**config.mk**
```make
export PLATFORM = sky130hd
export DESIGN_NAME = channel_scheduler4
export DESIGN_NICKNAME = d
export VERILOG_FILES = /design/src/rtl/channel_scheduler4.sv
export SDC_FILE = /design/constraint.sdc
export NUM_CORES = 1
export LEC_CHECK = 0
export ABC_AREA = 1
export CAP_MARGIN = 10
export CORE_MARGIN = 2
export CORE_UTILIZATION = 55
export CTS_CLUSTER_SIZE = 10
export DETAILED_ROUTE_END_ITERATION = 6
export PLACE_DENSITY = 0.95
export SETUP_SLACK_MARGIN = 0.5
export SLEW_MARGIN = 20
export SYNTH_ARGS = -nofsm -noshare
export SYNTH_HDL_FRONTEND = slang
export SYNTH_SLANG_ARGS = --single-unit
```
**constraint.sdc**
```tcl
create_clock -name clk_in -period 4.7 [get_ports clk_in]
set_input_delay 0.47 -clock clk_in [delete_from_list [all_inputs] [get_ports clk_in]]
set_output_delay 0.47 -clock clk_in [all_outputs]
set_load 0.01 [all_outputs]
```
**src/rtl/channel_scheduler4.sv**
```systemverilog
// channel_scheduler4: merges four sample streams onto one valid/ready stream.
// Each requester has a one-entry holding register. A registered output stage
// is fed by a round-robin arbiter. Overrun flags are sticky and record samples
// dropped because a holding register was already full.
module channel_scheduler4 #(
   parameter int width = 32
) (
   input  logic             clk_in,
   input  logic             reset_n,
   input  logic [width-1:0] in_data_1,
   input  logic [width-1:0] in_data_2,
   input  logic [width-1:0] in_data_3,
   input  logic [width-1:0] in_data_4,
   input  logic [1:0]       in_error_1,
   input  logic [1:0]       in_error_2,
   input  logic [1:0]       in_error_3,
   input  logic [1:0]       in_error_4,
   input  logic             in_valid_1,
   input  logic             in_valid_2,
   input  logic             in_valid_3,
   input  logic             in_valid_4,
   output logic             in_ready_1,
   output logic             in_ready_2,
   output logic             in_ready_3,
   output logic             in_ready_4,
   input  logic [3:0]       chan_enable,
   input  logic             overrun_clear,
   output logic [width-1:0] out_data,
   output logic [1:0]       out_error,
   output logic [1:0]       out_channel,
   output logic             out_valid,
   input  logic             out_ready,
   output logic [3:0]       overrun_flags
);

   logic [width-1:0] w_in_data [4];
   logic [1:0]       w_in_error [4];
   logic [3:0]       w_in_valid;
   logic [3:0]       w_ready;
   logic [3:0]       w_cand;
   logic [3:0]       w_ovr_set;
   logic             w_stage_free;
   logic             w_grant_valid;
   logic [1:0]       w_grant_idx;
   logic             w_do_grant;

   logic [width-1:0] r_hold_data [4];
   logic [1:0]       r_hold_err [4];
   logic [3:0]       r_full;
   logic [width-1:0] r_out_data;
   logic [1:0]       r_out_err;
   logic [1:0]       r_out_chan;
   logic             r_out_valid;
   logic [1:0]       r_last_grant;
   logic [3:0]       r_ovr;

   // Gather the per-requester ports into indexable arrays.
   always_comb begin
      w_in_data[0]  = in_data_1;
      w_in_data[1]  = in_data_2;
      w_in_data[2]  = in_data_3;
      w_in_data[3]  = in_data_4;
      w_in_error[0] = in_error_1;
      w_in_error[1] = in_error_2;
      w_in_error[2] = in_error_3;
      w_in_error[3] = in_error_4;
      w_in_valid    = {in_valid_4, in_valid_3, in_valid_2, in_valid_1};
   end

   // Ready depends only on registered fullness and the enable mask; a disabled channel always accepts (and discards).
   always_comb begin
      w_ready    = ~(r_full & chan_enable);
      in_ready_1 = w_ready[0];
      in_ready_2 = w_ready[1];
      in_ready_3 = w_ready[2];
      in_ready_4 = w_ready[3];
      w_ovr_set  = chan_enable & w_in_valid & r_full;
   end

   // Round-robin search from last_grant+1; iterating downward lets the nearest candidate win.
   always_comb begin
      w_cand        = r_full & chan_enable;
      w_stage_free  = ~r_out_valid | out_ready;
      w_grant_valid = 1'b0;
      w_grant_idx   = 2'd0;
      for (int k = 4; k >= 1; k--) begin
         if (w_cand[r_last_grant + 2'(k)]) begin
            w_grant_valid = 1'b1;
            w_grant_idx   = r_last_grant + 2'(k);
         end
      end
      w_do_grant = w_stage_free & w_grant_valid;
   end

   // Holding registers: flush when disabled, empty on grant, otherwise capture when empty.
   always_ff @(posedge clk_in or negedge reset_n) begin
      if (!reset_n) begin
         r_full <= 4'd0;
         for (int n = 0; n < 4; n++) begin
            r_hold_data[n] <= '0;
            r_hold_err[n]  <= 2'd0;
         end
      end else begin
         for (int n = 0; n < 4; n++) begin
            if (!chan_enable[n]) begin
               r_full[n] <= 1'b0;
            end else if (w_do_grant && (w_grant_idx == 2'(n))) begin
               r_full[n] <= 1'b0;
            end else if (w_in_valid[n] && !r_full[n]) begin
               r_full[n]      <= 1'b1;
               r_hold_data[n] <= w_in_data[n];
               r_hold_err[n]  <= w_in_error[n];
            end
         end
      end
   end

   // Sticky overrun flags; a clear in the same cycle as a new overrun wins.
   always_ff @(posedge clk_in or negedge reset_n) begin
      if (!reset_n) begin
         r_ovr <= 4'd0;
      end else if (overrun_clear) begin
         r_ovr <= 4'd0;
      end else begin
         r_ovr <= r_ovr | w_ovr_set;
      end
   end

   // Output stage: load the granted sample when free, drain to empty when nothing is pending, hold while stalled.
   always_ff @(posedge clk_in or negedge reset_n) begin
      if (!reset_n) begin
         r_out_data   <= '0;
         r_out_err    <= 2'd0;
         r_out_chan   <= 2'd0;
         r_out_valid  <= 1'b0;
         r_last_grant <= 2'd3;
      end else if (w_stage_free) begin
         if (w_grant_valid) begin
            r_out_data   <= r_hold_data[w_grant_idx];
            r_out_err    <= r_hold_err[w_grant_idx];
            r_out_chan   <= w_grant_idx;
            r_out_valid  <= 1'b1;
            r_last_grant <= w_grant_idx;
         end else begin
            r_out_valid  <= 1'b0;
         end
      end
   end

   assign out_data      = r_out_data;
   assign out_error     = r_out_err;
   assign out_channel   = r_out_chan;
   assign out_valid     = r_out_valid;
   assign overrun_flags = r_ovr;

endmodule

```
Word level (Yosys, flattened, before mapping)
Cells that the tools add are included.

Bits in registers: 183. Input bits: 148. Output and inout bits: 45.

$add $sub $neg: 3. $lt $le $gt $ge: 5. Eq/ne operators: 7. Mux-type cells: 36. Bitwise gates (word level): 13. Reduce and logical (&&, ||, !) cells: 18.

Operator list (count): 32-bit binary-select mux with 2-bit select (1); 32-bit 2-to-1 mux (2); 1-bit 2-to-1 mux (21); 4-bit AND (3); 2-bit by 3-bit < comparator with 1-bit output, second input constant (4); 2-bit 2-to-1 mux (6); 3-bit by 1-bit != test with 1-bit output, second input constant (4); 3-bit AND reduction (4); 1-bit binary-select mux with 2-bit select (4); 1-bit logical AND (8); 1-bit NOT (5); 2-bit adder, second input constant (2); 2-bit binary-select mux with 2-bit select (1); 2-bit == test, second input constant (2); 1-bit zero test (4); 4-bit 2-to-1 mux (1); 4-bit NOT (1); 4-bit bitwise OR (1); 3-bit >= comparator, second input constant (1); 2-bit NOT with 3-bit output (1); 2-bit by 1-bit adder with 2-bit output, second input constant (1); 2-bit by 1-bit == test with 1-bit output, second input constant (1); 2-bit zero test (1); 2-bit AND reduction (1); 2 further kinds (2).

Depth between registers and ports, before layout
Gate-level depths: netlist of run 1.

Word-level depth: 11. Mapped depth: 18. Gate-level depth less buffers: 15.

Least setup slack after synthesis of run 1
No wires, ideal clock.

Path kind: reg-to-reg. Start point: register r_last_grant[0]. End point: register r_out_data[11], in the netlist out_data[11]. Setup time: 0.117 ns. Data arrival time: 1.959 ns. Slack: 2.624 ns. Stages on the path, launching flop included: 18. Cell sequence: dfstp_2 > buf_6 > inv_2 > buf_6 > nand3_2 > nand2_2 > nand2_1 > nand2_1 > nand2_2 > nand2_1 > nand2_4 > buf_4 > buf_2 > nand3_1 > nand3_1 > nand2_1 > nand2_1 > nand2_1.

Word-level cells in the longest chain between the ends: 10.

RTL lines: start, declared (RTL line 54) `logic [1:0] r_last_grant;`; start signal, assigned (RTL line 143) `r_last_grant <= w_grant_idx;`; 2-bit adder / 1-bit binary-select mux with 2-bit select (equally long branches) (RTL line 87, 89); 1-bit binary-select mux with 2-bit select / 1-bit 2-to-1 mux (equally long branches) (RTL line 87) `if (w_cand[r_last_grant + 2'(k)]) begin`; 1-bit 2-to-1 mux (implied by the code) / 2-bit 2-to-1 mux (equally long branches) (RTL line 87); 2-bit 2-to-1 mux (3 in a row) (RTL line 87); 2-bit NOT with 3-bit output (implied by the code) (RTL line 139) `r_out_data <= r_hold_data[w_grant_idx];`; 32-bit binary-select mux with 2-bit select (RTL line 139); 32-bit 2-to-1 mux (implied by the code) (2 in a row) (RTL line 139); end signal, assigned (RTL line 139); end, declared (RTL line 50) `logic [width-1:0] r_out_data;`.

Parallel ways exist; a longest one is shown, timed or not. The select of a mux whose other input is x is not followed. A chain may end at the register's enable or synchronous reset.

Worst setup path after layout of run 1
Start point: input chan_enable[3]. End point: register r_hold_data[29] (netlist name).

Word-level cells in the longest chain between the ends: 11.

RTL lines: start, declared (RTL line 26) `input logic [3:0] chan_enable,`; 4-bit AND (RTL line 82) `w_cand = r_full & chan_enable;`; 1-bit binary-select mux with 2-bit select (RTL line 87); 1-bit 2-to-1 mux (implied by the code) (RTL line 87); 2-bit 2-to-1 mux / 1-bit 2-to-1 mux (equally long branches) (4 in a row) (RTL line 87); 2-bit == test / 1-bit AND (equally long branches) (RTL line 107, 92); 1-bit logical AND (RTL line 107) `end else if (w_do_grant && (w_grant_idx == 2'(n))) begin`; 1-bit NOT (no source line); 3-bit AND reduction (no source line) *; end signal, assigned by index (RTL line 111) `r_hold_data[n] <= w_in_data[n];`; end, declared (RTL line 47) `logic [width-1:0] r_hold_data [4];`.

Every way passes the cells marked *; elsewhere a longest branch is shown, timed or not. The select of a mux whose other input is x is not followed.

==> results.sh, run 1 <==
export IMPL_critPathCaptureType="register"
export IMPL_hold_path_class="input port to async pin"
export IMPL_power_density_nw_per_um2=700.0
export IMPL_place_congestion=0.9147
export IMPL_drt_pass1_iterations=6
export IMPL_synth_area_mux_share_pct=0
export IMPL_slowest_delay_ns=0.83
export IMPL_peakVddDrop_mv=0.4837
export IMPL_cts_tree="done"
export IMPL_placementRows=47
export IMPL_period_share_pct=82.47
export IMPL_cp_start_kind="input port"
export IMPL_slew_viol_final=0
export IMPL_layout_nets=1549
export IMPL_slowest_stage="clkdlybuf4s50_1"
export IMPL_syn_inst=1263
export IMPL_hpwl_mm=19.12
export IMPL_path_cells="clkdlybuf4s50_1 > nand2_1 > nand2_1 > nand3_1 > nand2_1 > inv_1 > nand2_2 > nand2_1 > nand2_4 > nand2_4 > nand3_4 > nand3_2 > nand2_1 > nand2_1"
export IMPL_seqCellArea_sq_um=4582
export IMPL_drv_cap=0
export IMPL_cts_resized=0
export IMPL_cpMostUsedCell="nand2_1"
export IMPL_die_h_um=135.2
export IMPL_grt_setup_unrepaired="false"
export IMPL_n_antenna_cell=0
export IMPL_multiInputGateArea_sq_um=3866
export IMPL_status="complete, no violations"
export IMPL_ys_ff_latch=183
export IMPL_clk_pin_slew_ns=0.06
export IMPL_grt_pass1_vias=8794
export IMPL_routedWlPerCell_um=17.07
export IMPL_grt_overflow_total=0
export IMPL_synth_top_family_by_area="simple AND/OR/NAND/NOR gates"
export IMPL_synth_xor_xnor_area_share_pct=0
export IMPL_layout_drive_gt1_share_pct=5.028
export IMPL_place_port_buffers=192
export IMPL_drc=0
export IMPL_synth_nets=1411
export IMPL_cts_sinks=183
export IMPL_cp_max_fo=38
export IMPL_layout_commonest_cell="nand2_1"
export IMPL_grt_pass1_wl_mm=44.70
export IMPL_crit_required_ns=5.01
export IMPL_fin_tns_setup_ns=0
export IMPL_relSlewSlack_pct=45.71
export IMPL_yosysWarningCount=0
export IMPL_clock_path_buffers=2
export IMPL_drtAntennaViolNets=0
export IMPL_root_buffer="clkbuf_16"
export IMPL_h_tree_depth=4
export IMPL_synth_area_sq_um=9460
export IMPL_layout_common_cells="515 x nand2_1, 191 x clkdlybuf4s50_1, 181 x dfrtp_1, 154 x nand3_1, 150 x inv_1"
export IMPL_grt_usage_pct=31.26
export IMPL_numCtsBuffers=17
export IMPL_p_leak_nw=6.249
export IMPL_grt_max_degree=124
export IMPL_setup_violations=0
export IMPL_antenna_found_initial=0
export IMPL_finalCriticalPeriod_ns=3.876
export IMPL_finalWorstSetupSlack_ns=0.8239
export IMPL_yosys_area_share_simple_pct=40.13
export IMPL_first_iter_violations=1257
export IMPL_io_pins=193
export IMPL_routed_wl_mm=27.87
export IMPL_synth_compound_area_share_pct=0.6348
export IMPL_clock_skew_ns=0.007220
export IMPL_die_width_um=135.2
export IMPL_postSynthAreaPerCell_sq_um=7.490
export IMPL_start_util_pct=56.65
export IMPL_critPathArrivalTime_ns=4.19
export IMPL_vias=9320
export IMPL_design_die_area_sq_um=18270
export IMPL_routed_via_density=5.711
export IMPL_seq_area_frac_synth_pct=48.43
export IMPL_ctsHoldBuffers=0
export IMPL_clkLatencyLatePin_ns=0.44
export IMPL_tightest_slew_ns=0.8115
export IMPL_crit_type="input port to register"
export IMPL_dp_slack_ns=0.5149
export IMPL_postCtsSetupBuffers=0
export IMPL_synthDistinctLibCells=25
export IMPL_max_freq_mhz=258.0
export IMPL_syn2layout_area_growth_pct=25.88
export IMPL_coreArea_sq_um=16700
export IMPL_final_hold_viol_count=0
export IMPL_synth_adder_area_share_pct=0
export IMPL_fillers=1261
==> through the flow <==
step | area (sq um) | hold slack (ns) | power, W | cells | utilization (%)
2_1_floorplan | 9460 | 0.1744 | 0.005538 | 1263 | -
3_3_place_gp | 11350 | 0.4528 | 0.006612 | 1602 | 67.94
3_5_place_dp | 11350 | 0.4580 | 0.006822 | 1602 | 67.94
4_1_cts | 11910 | 0.02452 | 0.008276 | 1632 | 71.31
5_1_grt | 11910 | 0.04201 | 0.008952 | 1632 | 71.31
6_report | 11910 | 0.009055 | 0.008336 | 1632 | 71.31
==> cells by family after synthesis <==
| logic type | Yosys count |
|---|---|
| AOI/OAI and AO/OA | 9 |
| and+or+nand+nor | 830 |
| buffers and inverters | 241 |
| DFF | 183 |
==> state kept, by name, indices dropped and copies added, names as in the netlist <==
name	cells
out_channel	2
out_data	32
out_error	2
out_valid	1
overrun_flags	4
r_full	4
r_hold_data	128
r_hold_err	8
r_last_grant	2
==> worst max-delay path, delay by kind of cell <==
kind / cells / cell delay [ns]
simple gates: 12 / 2.80
buf+inv: 2 / 0.88
==> report_power, final <==
part           leakage [nW]  switching (W)  total, W  internal [W]
sequential             2.29       0.000449   0.00274       0.00229
combinational          3.69        0.00276   0.00420       0.00144
clock                 0.271       0.000596   0.00140      0.000801
total                  6.25        0.00381   0.00834       0.00453
==> cell type report <==
| class | count | area share, % |
|---|---|---|
| clock buffers | 21 | 3.866 |
| inverters | 153 | 4.822 |
| clock inverters | 9 | 0.8615 |
| flip-flops and latches | 183 | 38.47 |
| multi-input cells | 839 | 32.46 |
| repair buffers | 207 | 17.20 |
| well taps | 220 | 2.311 |
==> worst paths after layout <==
kind / from / to / slack [ns] / cells past startpoint
hold reg to reg: r_hold_data[56]$_DFFE_PN0P_ / r_hold_data[56]$_DFFE_PN0P_ / 0.47 / 2
min in group clk_in: r_hold_data[56]$_DFFE_PN0P_ / r_hold_data[56]$_DFFE_PN0P_ / 0.47 / 2
setup / recovery: chan_enable[3] / r_hold_data[29]$_DFFE_PN0P_ / 0.82 / 14
max in group asynchronous: reset_n / out_data[2]$_DFFE_PN0P_ / 3.63 / 2
hold / removal: reset_n / r_hold_data[25]$_DFFE_PN0P_ / 0.009 / 1
setup reg to reg: r_last_grant[0]$_DFFE_PN1P_ / r_hold_data[29]$_DFFE_PN0P_ / 0.90 / 13
==> Yosys cell counts, drive strengths merged <==
cell type	number	share of area (%)
nand2	520	21
dfrtp	181	48
nand3	162	9.3
inv	152	6.0
nand4	138	9.4
buf	54	3.4
clkbuf	34	1.3
nor2	10	0.50
a21oi	6	0.48
o21ai	3	0.16
dfstp	2	0.56
clkinv	1	0.040
==> per-layer routing <==
layer	up-vias	track usage, %	wire length [um]
li1	4306	-	-
met2	544	49.63	13280
met4	0	11.86	953
met5	-	0	0
met3	85	7.146	2752
met1	4385	42.26	10880
Note: power is estimated with default switching activity, not from simulation.
==> run 2, diff against run 1 <==
--- a/config.mk
+++ b/config.mk
@@ -8,10 +8,10 @@
 export ABC_AREA = 1
 export CAP_MARGIN = 10
 export CORE_MARGIN = 2
-export CORE_UTILIZATION = 55
+export CORE_UTILIZATION = 47
 export CTS_CLUSTER_SIZE = 10
 export DETAILED_ROUTE_END_ITERATION = 6
-export PLACE_DENSITY = 0.95
+export PLACE_DENSITY = 0.88
 export SETUP_SLACK_MARGIN = 0.5
 export SLEW_MARGIN = 20
 export SYNTH_ARGS = -nofsm -noshare
==> constraint.sdc (replaced) <==
create_clock -name clk_in -period 3.35 [get_ports clk_in]
set_input_delay 0.335 -clock clk_in [delete_from_list [all_inputs] [get_ports clk_in]]
set_output_delay 0.335 -clock clk_in [all_outputs]
set_load 0.01 [all_outputs]
==> results.sh, run 2 (synthesis gave the netlist of run 1 again) <==
export IMPL_ctsHoldBuffers=0
export IMPL_clk_pin_slew_ns=0.07
export IMPL_drtAntennaViolNets=0
export IMPL_drv_cap=0
export IMPL_hold_path_class="input port to async pin"
export IMPL_vias=9171
export IMPL_layout_commonest_cell="nand2_1"
export IMPL_io_pins=193
export IMPL_fin_tns_setup_ns=0
export IMPL_grt_usage_pct=25.75
export IMPL_syn2layout_area_growth_pct=29.23
export IMPL_crit_required_ns=3.67
export IMPL_grt_pass1_vias=8504
export IMPL_n_antenna_cell=0
export IMPL_finalWorstSetupSlack_ns=0.5784
export IMPL_die_width_um=145.9
export IMPL_slew_viol_final=0
export IMPL_h_tree_depth=4
export IMPL_layout_drive_gt1_share_pct=6.027
export IMPL_clkLatencyLatePin_ns=0.43
export IMPL_whs_ns=-0.01780
export IMPL_numCtsBuffers=17
export IMPL_peakVddDrop_mv=0.5049
export IMPL_postCtsSetupBuffers=0
export IMPL_largest_reg_flops=128
export IMPL_finalCriticalPeriod_ns=2.772
export IMPL_clock_path_buffers=2
export IMPL_critPathArrivalTime_ns=3.09
export IMPL_dp_slack_ns=0.1352
export IMPL_grt_pass1_wl_mm=44.21
export IMPL_cts_sinks=183
export IMPL_seqCellArea_sq_um=4582
export IMPL_tightest_slew_ns=0.8359
export IMPL_start_util_pct=48.29
export IMPL_place_congestion=0.8730
export IMPL_status="finished, violations left"
export IMPL_power_density_nw_per_um2=987.8
export IMPL_grt_setup_unrepaired="true"
export IMPL_routedWlPerCell_um=16.26
export IMPL_first_iter_violations=1036
export IMPL_grt_max_degree=95
export IMPL_place_port_buffers=192
export IMPL_routed_via_density=5.420
export IMPL_drc=0
export IMPL_multiInputGateArea_sq_um=3928
export IMPL_total_power_w=0.01208
export IMPL_relSlewSlack_pct=44.27
export IMPL_period_share_pct=82.74
export IMPL_design_die_area_sq_um=21280
export IMPL_drt_pass1_iterations=6
export IMPL_cp_start_kind="register"
export IMPL_cts_tree="done"
export IMPL_antenna_found_initial=0
export IMPL_largest_register="r_hold_data"
export IMPL_critPathCaptureType="register"
export IMPL_routed_wl_mm=27.51
export IMPL_violations="negative hold slack"
export IMPL_hpwl_mm=19.24
export IMPL_placementRows=51
export IMPL_die_h_um=145.9
export IMPL_coreArea_sq_um=19590
export IMPL_crit_type="register to register"
export IMPL_setup_violations=0
export IMPL_fillers=1569
export IMPL_clock_skew_ns=0.01156
export IMPL_max_freq_mhz=360.8
export IMPL_layout_common_cells="515 x nand2_1, 191 x clkdlybuf4s50_1, 181 x dfrtp_1, 154 x nand3_1, 150 x inv_1"
export IMPL_layout_nets=1562
export IMPL_cp_max_fo=26
export IMPL_root_buffer="clkbuf_16"
export IMPL_final_hold_viol_count=20
export IMPL_grt_overflow_total=0
export IMPL_p_leak_nw=6.370
-- run 2: cell count changes in the layout (fill, tap and decap cells not counted), sizes merged --
cell	change
buf	+11
clkbuf	-1
bufinv	+3
nand2	+1
inv	+3
nand3	+1
clkinvlp	-3
-- run 2: worst paths after layout --
path | start | slack, ns | end | cells past startpoint
hold reg to reg | r_hold_data[37]$_DFFE_PN0P_ | 0.47 | r_hold_data[37]$_DFFE_PN0P_ | 2
setup / recovery | r_last_grant[0]$_DFFE_PN1P_ | 0.58 | r_hold_data[24]$_DFFE_PN0P_ | 13
hold / removal | reset_n | -0.02 | r_hold_data[25]$_DFFE_PN0P_ | 1
max in group asynchronous | reset_n | 2.41 | r_hold_data[9]$_DFFE_PN0P_ | 2
min in group clk_in | in_data_3[24] | 0.47 | r_hold_data[56]$_DFFE_PN0P_ | 3
setup reg to reg | r_last_grant[0]$_DFFE_PN1P_ | 0.58 | r_hold_data[24]$_DFFE_PN0P_ | 13
-- run 2: metrics by stage --
step / area (sq um) / util, % / hold WS (ns) / cells
global route: 12230 / 62.41 / 0.07052 / 1692
floorplan: 9460 / - / 0.03941 / 1263
detailed placement: 11470 / 58.56 / 0.4580 / 1658
CTS: 12150 / 62.01 / 0.01066 / 1690
global placement: 11470 / 58.56 / 0.4531 / 1658
finish: 12230 / 62.41 / -0.01780 / 1692
-- run 2: layout make-up --
class / instances / area share, %
clock inverter: 12 / 1.750
sequential: 183 / 37.48
multi-input combinational: 841 / 32.13
inverter: 153 / 4.698
clock buffer: 20 / 3.654
timing repair buffer: 218 / 17.58
tap: 265 / 2.712
-- run 2: where the power goes --
group / switching [W] / internal [W]
combinational: 0.00388 / 0.00215
sequential: 0.000601 / 0.00321
clock: 0.000871 / 0.00136
-- run 2: what timing repair did --
action,in CTS,in global routing
gates resized for setup,2,12
endpoints found under the setup margin,70,139
pin swaps,0,1
cloned,0,2
-- run 2: metal layers --
layer	vias to the layer above	routed length (um)	track usage [%]	share of wire, %
li1	4342	-	-	-
met2	441	12330	38.63	45
met4	0	910	10.54	3.3
met3	71	2327	4.671	8.5
met1	4317	11950	36.97	43
met5	-	0	0	0
-- run 2: critical path, stage by stage (launching register included) --
cell and delay, ns:
dfstp_2 0.63, inv_2 0.16, nand2_1 0.09, nand2_1 0.13
nand2_1 0.12, nand2_1 0.10, nand2_2 0.11, nand2_1 0.14
nand2_8 0.24, nand2_8 0.16, nand3_4 0.13, nand3_2 0.37
nand2_1 0.19, nand2_1 0.06
